### src/rtl/mac_accum.sv
// Multiply-accumulate over DEPTH signed operand pairs, then hold the raw full-width
// sum for a downstream saturation stage under valid/ready handshaking.
module mac_accum #(
    parameter int BIT_WIDTH  = 16,
    parameter int FRAC_WIDTH = 8,
    parameter int DEPTH      = 4
) (
    input  logic                       clk,
    input  logic                       rst,
    input  logic                       in_valid,
    output logic                       in_ready,
    input  logic [BIT_WIDTH-1:0]       in_a,
    input  logic [BIT_WIDTH-1:0]       in_b,
    output logic                       out_valid,
    input  logic                       out_ready,
    output logic [2*BIT_WIDTH-1:0]     out_acc
);

    localparam int AW = 2 * BIT_WIDTH;
    localparam int CW = (DEPTH > 2) ? $clog2(DEPTH) : 1;
    localparam logic [CW-1:0] CNT_LAST = CW'(DEPTH - 1);

    // Elaboration-time guard on the parameter set.
    if (DEPTH < 2 || FRAC_WIDTH < 0 || FRAC_WIDTH > BIT_WIDTH) begin : g_param_check
        $error("mac_accum: illegal parameters");
    end

    typedef enum logic {ACC = 1'b0, OUT = 1'b1} state_t;

    state_t               state_q, state_d;
    logic [CW-1:0]        cnt_q, cnt_d;
    logic signed [AW-1:0] acc_q, acc_d;
    logic signed [AW-1:0] out_acc_q, out_acc_d;

    logic signed [AW-1:0] prod;
    logic signed [AW-1:0] sum;
    logic                 beat;

    // Sign-extend to full width first; the low AW bits of the product are exact.
    assign prod = $signed({{BIT_WIDTH{in_a[BIT_WIDTH-1]}}, in_a})
                * $signed({{BIT_WIDTH{in_b[BIT_WIDTH-1]}}, in_b});
    assign sum  = (cnt_q == '0) ? prod : acc_q + prod;

    assign in_ready  = (state_q == ACC) || (state_q == OUT && out_ready);
    assign beat      = in_valid && in_ready;
    assign out_valid = (state_q == OUT);
    assign out_acc   = out_acc_q;

    always_comb begin
        state_d   = state_q;
        cnt_d     = cnt_q;
        acc_d     = acc_q;
        out_acc_d = out_acc_q;
        case (state_q)
            ACC: begin
                if (beat) begin
                    acc_d = sum;
                    if (cnt_q == CNT_LAST) begin
                        cnt_d     = '0;
                        out_acc_d = sum;
                        state_d   = OUT;
                    end else begin
                        cnt_d = cnt_q + CW'(1);
                    end
                end
            end
            OUT: begin
                // Consuming the result frees the slot; a beat here starts the next set.
                if (out_ready) begin
                    state_d = ACC;
                    if (beat) begin
                        acc_d = prod;
                        cnt_d = CW'(1);
                    end else begin
                        cnt_d = '0;
                    end
                end
            end
            default: state_d = ACC;
        endcase
    end

    always_ff @(posedge clk) begin
        if (rst) begin
            state_q   <= ACC;
            cnt_q     <= '0;
            acc_q     <= '0;
            out_acc_q <= '0;
        end else begin
            state_q   <= state_d;
            cnt_q     <= cnt_d;
            acc_q     <= acc_d;
            out_acc_q <= out_acc_d;
        end
    end

endmodule

### config.mk
export PLATFORM = sky130hd
export DESIGN_NAME = mac_accum
export DESIGN_NICKNAME = d
export VERILOG_FILES = /design/src/rtl/mac_accum.sv
export SDC_FILE = /design/constraint.sdc
export NUM_CORES = 1
export LEC_CHECK = 0
export CAP_MARGIN = 40
export CORE_AREA = 2 2 185 187
export CTS_BUF_LIST = sky130_fd_sc_hd__clkbuf_4 sky130_fd_sc_hd__clkbuf_8 sky130_fd_sc_hd__clkbuf_16
export DETAILED_ROUTE_END_ITERATION = 7
export DIE_AREA = 0 0 187 189
export PLACE_DENSITY = 0.68
export SYNTH_ARGS = -nofsm -noshare
export SYNTH_HDL_FRONTEND = slang
export SYNTH_SLANG_ARGS = --single-unit
### constraint.sdc
create_clock -name clk -period 14.8 [get_ports clk]
set_clock_uncertainty 0.05 [all_clocks]
set_input_delay 2.96 -clock clk [delete_from_list [all_inputs] [get_ports clk]]
set_output_delay 2.96 -clock clk [all_outputs]
set_load 0.02 [all_outputs]
* Word level (Yosys, flattened, before mapping)
Cells that the tools add are included.
** Operators by class
- Reductions and logical operators :: 7
- Shift operators :: 0
- Div/mod/pow operators :: 0
- Eq/ne operators :: 4
- Add/sub/neg operators :: 2
- Muxes and demuxes :: 14
- Multiply operators :: 1
- Bitwise gates (word level) :: 1
- Order comparisons :: 0
** Operators with widths (count)
- $mux W32 :: 4
- $pmux W32 S2 :: 1
- $add A32 B32 Y32 :: 1
- $mul A16 B16 Y32 :: 1
- $mux W2 :: 3
- $reduce_and A3 Y1 :: 2
- $mux W1 :: 4
- $ne A2 B2 Y1 const B :: 2
- $pmux W2 S2 :: 1
- $add A2 B1 Y2 const B :: 1
- $eq A2 B2 Y1 const B :: 1
- $logic_and A1 B1 Y1 :: 2
- $logic_not A2 Y1 :: 1
- $ne A2 B1 Y1 const B :: 1
- $pmux W1 S2 :: 1
- $reduce_and A2 Y1 :: 1
- $logic_or A1 B1 Y1 :: 1
- $not A1 Y1 :: 1
** Storage, ports and cells
- Register bits :: 67
- Latch bits :: 0
- Bits in writable memories :: 0
- Output and inout bits :: 34
- Memory bits (read-only) :: 0
- Memories :: 0
- Word-level logic and storage cells :: 33

* Longest topological paths before layout
- Depth after elaboration :: 6
- Depth in mapped cells :: 33
- Mapped depth without buffers :: 32

* Worst setup path after synthesis
OpenSTA, ideal clock, no wires.
- Path type :: input-to-reg
- From :: input port in_b[1]
- To :: register out_acc_q[31] (netlist: out_acc[31])
- Stages :: 28
- Arrival time :: 10.194 ns
- Slack :: 4.465 ns
- Setup time :: 0.092 ns
- Buffers on the path :: 1
- Required time :: 14.658 ns
- Cells stage by stage :: clkbuf_1 > nand2_1 > inv_1 > fa_1 > inv_1 > fa_1 > inv_1 > fa_1 > fa_1 > fa_1 > fa_1 > ha_1 > o21a_1 > o21ai_0 > nor3_1 > o31a_1 > a211o_1 > a21oi_1 > nor2b_1 > o31a_1 > ha_1 > a21o_1 > a21o_1 > a311oi_1 > nor3_4 > xnor2_1 > o211a_1 > nor4_1
** On the way
- Longest elaborated chain between the ends :: 3
** RTL lines
- start, declared :: line 13 : input logic [BIT_WIDTH-1:0] in_b,
- $mul A16 B16 Y32 (*) :: line 41 : * $signed({{BIT_WIDTH{in_b[BIT_WIDTH-1]}}, in_b});
- $add A32 B32 Y32 :: line 42 : assign sum = (cnt_q == '0) ? prod : acc_q + prod;
- $mux W32 (*) :: line 42
- end signal, assigned :: line 93 : out_acc_q <= out_acc_d;
- end, declared :: line 33 : logic signed [AW-1:0] out_acc_q, out_acc_d;
Mark *: on every way between the ends. The rest lies on a longest branch, timed or not.
A chain may end at the register's enable or synchronous reset.

* Worst setup path in the final report
Same ends and word-level chain as after synthesis.

==> impl_metrics.toml <==
[synthesis]
synthDistinctLibCells = 67
synthesis.instances = 1679
ys_top_cells_by_area = "fa_1 (37%), ha_1 (10%), dfxtp_1 (9.3%)"
synth-main-ff-cell = "dfxtp_1"
ys_ff_latch = 67
yosys.area.top_type = "fa_1"
syn_area_sq_um = 14400
synth_top_area_share_pct = 36.5
ys_top_cells_by_count = "inv_1 (308), fa_1 (263), nand2_1 (205), and2_1 (129), ha_1 (117)"
ys_async_sr_fraction_pct = 0
yosysMostFrequentCell = "inv_1"
synth_enable_flop_cells = 0
synth_nets = 2095
yosysWarnings = 0
syn_area_per_cell_sq_um = 8.59
ys_seq_area_share_pct = 9.30

[drt]
wl_per_cell_microns = 16.0
drt_first_iter_violations = 762
drc = 0
vias = 11200
first_pass_iters = 5
viasPerCell = 5.23
drt_wl_total_microns = 34500
ant_nets = 0

[clock_tree]
cts_max_level = 3
cts_tree = "built"
clk_latency_ns = 0.34
post-cts-setup-buffer-count = 0
hold_buffers = 0
cts.sinks = 67
cts_resized = 0
cts_made_buffers = 9
cts_max_path_buffers = 2
clk_pin_slew_ns = 0.05
clockRootBuffer = "clkbuf_16"

[worst_hold_path]
min_delay_path_depth = 2
min_delay_worst_endpoint = "acc_q[16]"
min-delay-start = "acc_q[16]"
hold_class = "reg2reg"

[worst_setup_path]
critPathLaunchType = "input port"
reg2reg_slack_ns = 11.16
max_stage_delay_ns = 0.78
crit_fanout = 16
crit_path_top_delay_cell = "clkdlybuf4s50_1"
critPathRequiredTime_ns = 14.99
cp_common_cell = "fa_1"
end_kind = "flip-flop"
reg2reg_from = "acc_q[0]"
worstRegToRegCells = 12
crit_arrival_ns = 11.53
r2r-end = "out_acc[28]"
critPathKind = "in2reg"

[cells_and_area]
antenna_cells = 0
nets = 2116
drive_above_1_share_pct = 2.41
design_area_sq_um = 15700
area_growth_pct = 9.13
nFillCells = 3220

[die]
die_y_microns = 189
start_util_pct = 43.3
die-area_sq_um = 35300
dieWidth_microns = 187
coreArea_sq_um = 33300
fp-row-count = 67
io_pins = 70

[timing]
timing.slew.headroom_pct = 44.6
hold_slack_ns = 0.406
fin_setup_tns_ns = 0
grt_setup_unrepaired = "false"
final.setup.worst_slack_ns = 3.46
post-route-period-util_pct = 76.6
fmax_ghz = 0.0882
setup-violations-final = 0
min_period_ns = 11.34
slew_violations = 0
worst_pin_slew_ns = 0.828
hold_viol_final = 0

[placement]
placed_cell_area_sq_um = 15400
place_ws_ns = 3.15
numPortBuffers = 69
place.gp.congestion = 0.867
hpwlAfterDp_microns = 27500

[grt]
grt_max_degree = 68
grtUsageTotal_pct = 20.8
grt_pass1_vias = 11700
antenna_found_initial = 0
gr-usage-met2_pct = 34.0
busiest_layer = "met2"
met1_usage_pct = 29.6
use_met3_pct = 2.97
gr-total-overflow = 0
grt_first_pass_wirelength_microns = 60100

[status]
status = "finished, final reports clean"

[job]
maxCapViolations = 0
layer usage:
layer / wire length, microns / share of wire (%)
met5: 0 / 0
met1: 15900 / 46
met4: 344 / 1.0
met2: 16100 / 47
met3: 2220 / 6.4
how the worst max path moves through the flow:
stage	from	end	slack (ns)	cells after the start
final	in_b[1]	out_acc[31]	3.46	28
after global routing	in_b[1]	out_acc[31]	2.88	27
after CTS	in_b[1]	out_acc[31]	3.44	28
after detailed placement	in_b[1]	out_acc[31]	3.15	28
after global placement	in_b[1]	out_acc[31]	3.33	28
after floorplan	in_b[1]	out_acc[31]	4.46	28
cell families (layout without fill, tap and decap cells):
group / count (synthesis) / count (layout) / synth area share [%]
compound gates: 268 / 268 / 12.3
xor+xnor: 58 / 58 / 3.52
fa+ha+maj: 380 / 380 / 46.7
buf+inv: 374 / 398 / 10.0
flops: 67 / 67 / 9.30
mux: 19 / 19 / 1.34
simple gates: 513 / 513 / 16.8
area by class of cell:
type | count | area (sq um) | area share, %
inverters | 308 | 1160 | 7.35
repair buffers | 76 | 758 | 4.82
flip-flops and latches | 67 | 1340 | 8.52
clock inverters | 3 | 40.0 | 0.254
well taps | 448 | 561 | 3.56
multi-input cells | 1238 | 11600 | 73.9
clock buffers | 11 | 246 | 1.57
worst max-delay path, delay by kind of cell:
family,cells,cell delay [ns]
compound gates,10,2.40
xor+xnor,1,0.13
fa+ha+maj,8,3.74
buf+inv,4,1.34
simple gates,5,0.95
registers in the layout, indices dropped and copies added (netlist names):
signal     cells
acc_q         32
out_acc       32
out_valid      1
cnt_q          2
metrics by stage:
| step | instances | utilization [%] |
|---|---|---|
| final | 2151 | 47.3 |
| after global routing | 2151 | 47.3 |
| after CTS | 2151 | 47.3 |
| after detailed placement | 2137 | 46.4 |
| after global placement | 2134 | 46.3 |
| after floorplan | 1679 | - |
cells in the final DEF (no fill, tap or decap), types with 39 or more instances in the layout:
master / netlist / routed
dfxtp_1: 67 / 67
and2_1: 129 / 127
fa_1: 263 / 263
a211oi_1: 44 / 44
inv_1: 308 / 308
nand2_1: 205 / 205
a21oi_1: 83 / 83
nor2_1: 104 / 104
xnor2_1: 39 / 39
clkdlybuf4s50_1: 0 / 68
ha_1: 117 / 117
o21ai_0: 42 / 42
Power is not shown: default switching activity piles up to over one toggle a cycle in this logic, so the estimate is an artifact.
